## src/rtl/seq_frame_pkg.sv

```systemverilog
// Shared definitions for the 1010-sync serial framer and its matching receiver.
package seq_frame_pkg;

    typedef enum logic [1:0] {
        IDLE = 2'd0,
        SYNC = 2'd1,
        DATA = 2'd2,
        PAR  = 2'd3
    } frame_state_t;

    localparam int          SYNC_W_DEF   = 4;
    localparam logic [3:0]  SYNC_PAT_DEF = 4'b1010;

    function automatic int frame_len(input int sync_w, input int data_w, input int parity_en);
        return sync_w + data_w + ((parity_en != 0) ? 1 : 0);
    endfunction

    localparam int FRAME_LEN_DEF = frame_len(SYNC_W_DEF, 8, 1);

endpackage

```

## src/rtl/seq_piso_shift.sv

```systemverilog
// Parallel-in/serial-out payload register, MSB first, with running parity of shifted-out bits.
module seq_piso_shift #(
    parameter int DATA_W = 8
) (
    input  logic              clk,
    input  logic              reset,
    input  logic              load,
    input  logic [DATA_W-1:0] load_data,
    input  logic              shift_en,
    output logic              msb,
    output logic              parity
);

    logic [DATA_W-1:0] sreg;
    logic              par_acc;

    always_ff @(posedge clk or negedge reset) begin
        if (!reset) begin
            sreg    <= '0;
            par_acc <= 1'b0;
        end else if (load) begin
            sreg    <= load_data;
            par_acc <= 1'b0;
        end else if (shift_en) begin
            sreg    <= {sreg[DATA_W-2:0], 1'b0};
            par_acc <= par_acc ^ sreg[DATA_W-1];
        end
    end

    assign msb    = sreg[DATA_W-1];
    assign parity = par_acc;

endmodule

```

## src/rtl/seq_1010_framer_tx.sv

```systemverilog
// Serial frame transmitter: sync pattern, payload MSB-first, optional even parity.
module seq_1010_framer_tx
    import seq_frame_pkg::*;
#(
    parameter int                DATA_W    = 8,
    parameter int                SYNC_W    = SYNC_W_DEF,
    parameter logic [SYNC_W-1:0] SYNC_PAT  = SYNC_W'(SYNC_PAT_DEF),
    parameter int                PARITY_EN = 1
) (
    input  logic              clk,
    input  logic              reset,
    input  logic              in_valid,
    input  logic [DATA_W-1:0] in_data,
    output logic              in_ready,
    output logic              sout,
    output logic              sout_valid,
    output logic              frame_start,
    output logic              frame_done
);

    localparam int              CNT_W     = (DATA_W > SYNC_W) ? $clog2(DATA_W) : $clog2(SYNC_W);
    localparam logic [CNT_W-1:0] SYNC_LAST = CNT_W'(SYNC_W - 1);
    localparam logic [CNT_W-1:0] DATA_LAST = CNT_W'(DATA_W - 1);
    localparam bit              PAR_ON    = (PARITY_EN != 0);

    frame_state_t      state, state_n;
    logic [CNT_W-1:0]  cnt, cnt_n;
    logic              hs, last_bit, shift_en, sout_n, done_n;
    logic              piso_msb, piso_par;
    logic [SYNC_W-1:0] sync_sh;

    // state/cnt describe the bit currently on sout; outputs register the next one
    assign last_bit = (state == PAR) || ((state == DATA) && (cnt == '0) && !PAR_ON);
    assign in_ready = (state == IDLE) || last_bit;
    assign hs       = in_valid && in_ready;

    always_comb begin
        state_n = state;
        cnt_n   = cnt;
        case (state)
            IDLE: begin
                if (hs) begin
                    state_n = SYNC;
                    cnt_n   = SYNC_LAST;
                end
            end
            SYNC: begin
                if (cnt == '0) begin
                    state_n = DATA;
                    cnt_n   = DATA_LAST;
                end else begin
                    cnt_n = cnt - 1'b1;
                end
            end
            DATA: begin
                if (cnt != '0) begin
                    cnt_n = cnt - 1'b1;
                end else if (PAR_ON) begin
                    state_n = PAR;
                end else if (hs) begin
                    state_n = SYNC;
                    cnt_n   = SYNC_LAST;
                end else begin
                    state_n = IDLE;
                    cnt_n   = '0;
                end
            end
            PAR: begin
                if (hs) begin
                    state_n = SYNC;
                    cnt_n   = SYNC_LAST;
                end else begin
                    state_n = IDLE;
                    cnt_n   = '0;
                end
            end
            default: begin
                state_n = IDLE;
                cnt_n   = '0;
            end
        endcase
    end

    always_comb begin
        sync_sh  = SYNC_PAT >> cnt_n;
        shift_en = (state_n == DATA);
        done_n   = (state_n == PAR) || ((state_n == DATA) && (cnt_n == '0) && !PAR_ON);
        case (state_n)
            SYNC:    sout_n = sync_sh[0];
            DATA:    sout_n = piso_msb;
            PAR:     sout_n = piso_par;
            default: sout_n = 1'b0;
        endcase
    end

    seq_piso_shift #(
        .DATA_W(DATA_W)
    ) u_piso (
        .clk      (clk),
        .reset    (reset),
        .load     (hs),
        .load_data(in_data),
        .shift_en (shift_en),
        .msb      (piso_msb),
        .parity   (piso_par)
    );

    always_ff @(posedge clk or negedge reset) begin
        if (!reset) begin
            state       <= IDLE;
            cnt         <= '0;
            sout        <= 1'b0;
            sout_valid  <= 1'b0;
            frame_start <= 1'b0;
            frame_done  <= 1'b0;
        end else begin
            state       <= state_n;
            cnt         <= cnt_n;
            sout        <= sout_n;
            sout_valid  <= (state_n != IDLE);
            frame_start <= hs;
            frame_done  <= done_n;
        end
    end

endmodule
```

## config.mk

```make
export PLATFORM = sky130hd
export DESIGN_NAME = seq_1010_framer_tx
export DESIGN_NICKNAME = d
export VERILOG_FILES = /design/src/rtl/seq_frame_pkg.sv /design/src/rtl/seq_piso_shift.sv /design/src/rtl/seq_1010_framer_tx.sv
export SDC_FILE = /design/constraint.sdc
export NUM_CORES = 1
export LEC_CHECK = 0
export ABC_AREA = 0
export CAP_MARGIN = 20
export CORE_UTILIZATION = 39
export CTS_CLUSTER_DIAMETER = 150
export DETAILED_ROUTE_END_ITERATION = 12
export SETUP_SLACK_MARGIN = 0.4
export SYNTH_ARGS = -nofsm -noshare
export SYNTH_HDL_FRONTEND = slang
export SYNTH_SLANG_ARGS = --single-unit
```

## constraint.sdc

```tcl
create_clock -name clk -period 1.95 [get_ports clk]
set_input_delay 0.39 -clock clk [delete_from_list [all_inputs] [get_ports clk]]
set_output_delay 0.39 -clock clk [all_outputs]
set_load 0.05 [all_outputs]
```

* Word-level counts from Yosys, hierarchy flattened
Index checks and enable logic that the tools add are counted.
Word-level totals: register bits after elaboration 18, word-level logic and storage cells 39, output and inout port bits 5
Cells by class: shift operators 1, muxes and demuxes 15, add/subtract/negate cells 1, reduce and logical (&&, ||, !) cells 7, equal/unequal tests 6, bitwise operators 1
Operator list (number):
- $mux W8 | 2
- $pmux W3 S4 | 1
- $mux W3 | 3
- $eq A2 B2 Y1 const B | 4
- $mux W2 | 4
- $pmux W2 S4 | 1
- $eq A2 B1 Y1 const B | 2
- $reduce_bool A2 Y1 | 2
- $shr A4 B3 Y1 const A | 1
- $logic_not A3 Y1 | 1
- $mux W1 | 3
- $pmux W1 S3 | 1
- $reduce_bool A3 Y1 | 1
- $sub A3 B1 Y3 const B | 1
- $logic_not A2 Y1 | 1
- $logic_and A1 B1 Y1 | 1
- $logic_or A1 B1 Y1 | 1
- $xor A1 B1 Y1 | 1

* Logic depth before layout (Yosys ltp)
depth after elaboration 8, mapped depth 10, gate-level depth less buffers 9

* Hierarchy
A second synthesis with hierarchy kept.
Unflattened totals: cells, all modules 94, area total of the unflattened synthesis 1022.2 um^2
By module, submodules not included:
- seq_1010_framer_tx | seq. area each 225.2 um^2, cells an instance 56, area each 605.6 um^2, instances 1
- seq_piso_shift | seq. area each 225.2 um^2, cells an instance 38, area each 416.6 um^2, instances 1

* Least setup slack after synthesis
OpenSTA, ideal clock, no wires.
kind register to register, start point register state[0], end point register u_piso.par_acc (netlist: u_piso.parity), path slack -44 ps, data required time 1884 ps, data arrival time 1928 ps, setup time 66 ps, period minus slack after synthesis 1994 ps, stages on the path, launching flop included 10, path through dfrtp_1 inv_1 ha_1 nand2b_4 inv_2 a21oi_4 o2bb2ai_4 inv_4 or4_1 nand2_1
On the way: cells in the longest elaborated chain, start to end 7
Ends and longest elaborated chain:
- from (decl) | RTL line seq_1010_framer_tx.sv:26 | frame_state_t state, state_n;
- from (signal assigned) | RTL line seq_1010_framer_tx.sv:117 | state <= state_n;
- $eq A2 B2 Y1 / $logic_not A2 Y1 (equally long branches) | RTL line seq_1010_framer_tx.sv:33, seq_1010_framer_tx.sv:40, seq_1010_framer_tx.sv:34
- $logic_or A1 B1 Y1 | RTL line seq_1010_framer_tx.sv:34 | assign in_ready = (state == IDLE) || last_bit;
- $logic_and A1 B1 Y1 | RTL line seq_1010_framer_tx.sv:35 | assign hs = in_valid && in_ready;
- $mux W1 / $mux W2 (equally long branches) | RTL line seq_1010_framer_tx.sv:69, seq_1010_framer_tx.sv:42
- $pmux W2 S4 | RTL line seq_1010_framer_tx.sv:40 | case (state)
- $eq A2 B2 Y1 | RTL line seq_1010_framer_tx.sv:86 | shift_en = (state_n == DATA);
- $reduce_bool A2 Y1 (no line)
- to (signal assigned) | RTL line seq_piso_shift.sv:26 | par_acc <= par_acc ^ sreg[DATA_W-1];
- to (decl) | RTL line seq_piso_shift.sv:15 | logic par_acc;
Parallel ways exist; a longest one is shown, timed or not. A chain may end at the register's enable or synchronous reset.

* Final worst setup path
Ends and elaborated chain as after synthesis.

==> results_dict.tcl <==
set metrics [dict create \
    routed_wl_mm 2.65 \
    final-hold-violation-count 0 \
    ant_nets 0 \
    coreArea_um2 2480 \
    maxSlewViolCount 0 \
    overflow 0 \
    hold_buffers 0 \
    final_cell_area_um2 1740 \
    clock-sinks 18 \
    routedWlPerCell_um 14.5 \
    dp.final_hpwl_mm 1.48 \
    ys_seq_area_share_pct 44.4 \
    fmax_ghz 0.520 \
    numPortBuffers 15 \
    num_rows 18 \
    io_pins 16 \
    cts_tree "built" \
    clk_pin_slew_worst_paths_ns 0.12 \
    skew_ns 0.0106 \
    worst_pin_slew_ns 0.485 \
    synthesis.area_um2 1010 \
    tns_ns 0 \
    yosysWarnings 0 \
    clockRootBuffer "clkbuf_4" \
    drive_above_1_share_pct 55.9 \
    place.gp.congestion 0.720 \
    fin_crit_sh_pct 98.6 \
    initial_core_util_pct 41.0 \
    cp-end-kind "flip-flop" \
    cts_buffers 3 \
    worst-setup-path-type "flip-flop to flip-flop" \
    drt_iter0_markers 22 \
    status "finished, final reports clean" \
    utilization_pct 70.3 \
    clock_latency_ns 0.29 \
    synth_nets 126 \
    cts_buffer_depth 2 \
    die_w_um 53.0 \
    cp.arrival_ns 2.15 \
    fin_crit_ns 1.92 \
    avgViaCountPerCell 5.15 \
    grt_pass1_wl_mm 3.81 \
    synth_cell_types 31 \
    slew_headroom_pct 67.8 \
    maxCapViolCount 0 \
    drc 0 \
    num_vias 937 \
    dpl_cell_area_um2 1340 \
    area_growth_syn_to_layout_pct 71.5 \
    postSynthCellCount 106 \
    grt_setup_unrepaired "true" \
    grt_usage_pct 19.0 \
    antenna_found_initial 0 \
    setup_violations 0 \
    cp.required_ns 2.18 \
    diodes 0 \
    dr.pass1.iters 4 \
    dieArea_um2 2810 \
    hold_path_class "input pin to async pin" \
    critPathMaxFanout 4 \
    startpoint_type "flip-flop" \
    grt_pass1_vias 813 \
    synth-seq-cells 18 \
    grt_max_degree 19 \
    fp.dieH_um 53.0 \
    postSynthAreaPerCell_um2 9.57 \
    nets 173 \
    htreeDepth 1 \
]
## registers in the layout, indices dropped and copies added, names as in the netlist
register       flops
state              2
frame_start        1
u_piso.parity      1
frame_done         1
sout_valid         1
cnt                3
sout               1
u_piso.sreg        8
## critical path, cell delays in order (launching register included)
cell and delay [ns]:
dfrtp_2 0.41, inv_4 0.05, ha_4 0.25, nand2b_4 0.13, inv_4 0.05, a221o_1 0.34, inv_2 0.10, nand2_2 0.05
or4_1 0.40, nand2_1 0.07
## repair_timing
action / CTS / global route
gates cloned: 0 / 0
pin swaps: 14 / 16
setup endpoints to repair: 20 / 21
resized for setup: 18 / 48
buffers inserted: 9 / 6
## cells in the mapped netlist
| cell | count | area (um2) |
|---|---|---|
| or4_1 | 1 | 7.51 |
| nor2_1 | 11 | 41.3 |
| nand2_1 | 8 | 30.0 |
| nor2b_1 | 1 | 6.26 |
| o2bb2ai_1 | 1 | 8.76 |
| a31oi_1 | 7 | 43.8 |
| inv_4 | 1 | 6.26 |
| a31o_2 | 1 | 8.76 |
| inv_2 | 2 | 7.51 |
| a21oi_1 | 9 | 45.0 |
| ha_1 | 9 | 113 |
| o211ai_1 | 1 | 7.51 |
| a32oi_1 | 1 | 8.76 |
| buf_6 | 1 | 11.3 |
| a221o_1 | 1 | 10.0 |
| clkbuf_1 | 3 | 11.3 |
| o21ai_0 | 2 | 10.0 |
| o21bai_1 | 1 | 7.51 |
| nor3_1 | 1 | 5.00 |
| o2bb2ai_4 | 1 | 27.5 |
| nand2b_4 | 1 | 13.8 |
| dfrtp_1 | 18 | 450 |
| mux2i_1 | 1 | 10.0 |
| a21boi_0 | 1 | 7.51 |
| a221oi_1 | 1 | 8.76 |
| inv_1 | 10 | 37.5 |
| a21oi_4 | 1 | 16.3 |
| buf_2 | 2 | 10.0 |
| o21ai_1 | 6 | 30.0 |
| a22oi_1 | 1 | 7.51 |
| o22ai_1 | 1 | 6.26 |
## worst paths after layout
check	cells past startpoint	end	slack [ns]	start
max	9	u_piso.parity	0.03	state[0]
min	2	cnt[1]	0.41	reset
max reg2reg	9	u_piso.parity	0.03	state[0]
min reg2reg	2	u_piso.sreg[5]	0.55	u_piso.sreg[5]
max in group asynchronous	2	state[0]	1.33	reset
min in group clk	2	u_piso.sreg[5]	0.55	u_piso.sreg[5]
## placed cells by master (no fill, tap or decap), types with 5 or more instances in the layout
master and count:
buf_4 26, dfrtp_1 17, clkdlybuf4s50_1 10, nor2_1 9, nand2_1 7, a21oi_2 6
ha_4 6, inv_2 5, o21ai_1 5, buf_6 5
## logic make-up (layout without fill, tap and decap cells)
kind of cell               Yosys count  after routing  synth area share, %
and+or+nand+nor                     23             23                 10.2
adders and majority gates            9              9                 11.1
AOI/OAI and AO/OA                   36             36                 25.0
buffers and inverters               19             65                 8.26
DFF                                 18             18                 44.4
muxes                                1              1                0.986
## per-layer routing
metal | GRT usage, % | vias up | routed length, um
met5 | 0 | - | 0
met4 | 3.95 | 0 | 15
met3 | 2.59 | 2 | 47
met2 | 33.3 | 14 | 1450
met1 | 24.7 | 460 | 1130
li1 | - | 461 | -
## cell type report
type / count / area (um2)
clock buffers: 4 / 36.3
multi-input cells: 69 / 724
fillers: 172 / 737
inverters: 13 / 58.8
well taps: 30 / 37.5
repair buffers: 48 / 432
flip-flops and latches: 18 / 452
## metrics by stage
step                setup WS, ns  hold slack (ns)  std cells
finish                    0.0276            0.409        182
global route             -0.0524            0.422        182
CTS                       0.0646            0.415        176
detailed placement       -0.0636            0.523        163
global placement         -0.0264            0.509        163
floorplan                 0.0730           0.0944        106
Power is left out: the tool's default activity adds up to more than one toggle a clock period on the data nets, which glitch-free logic cannot reach.
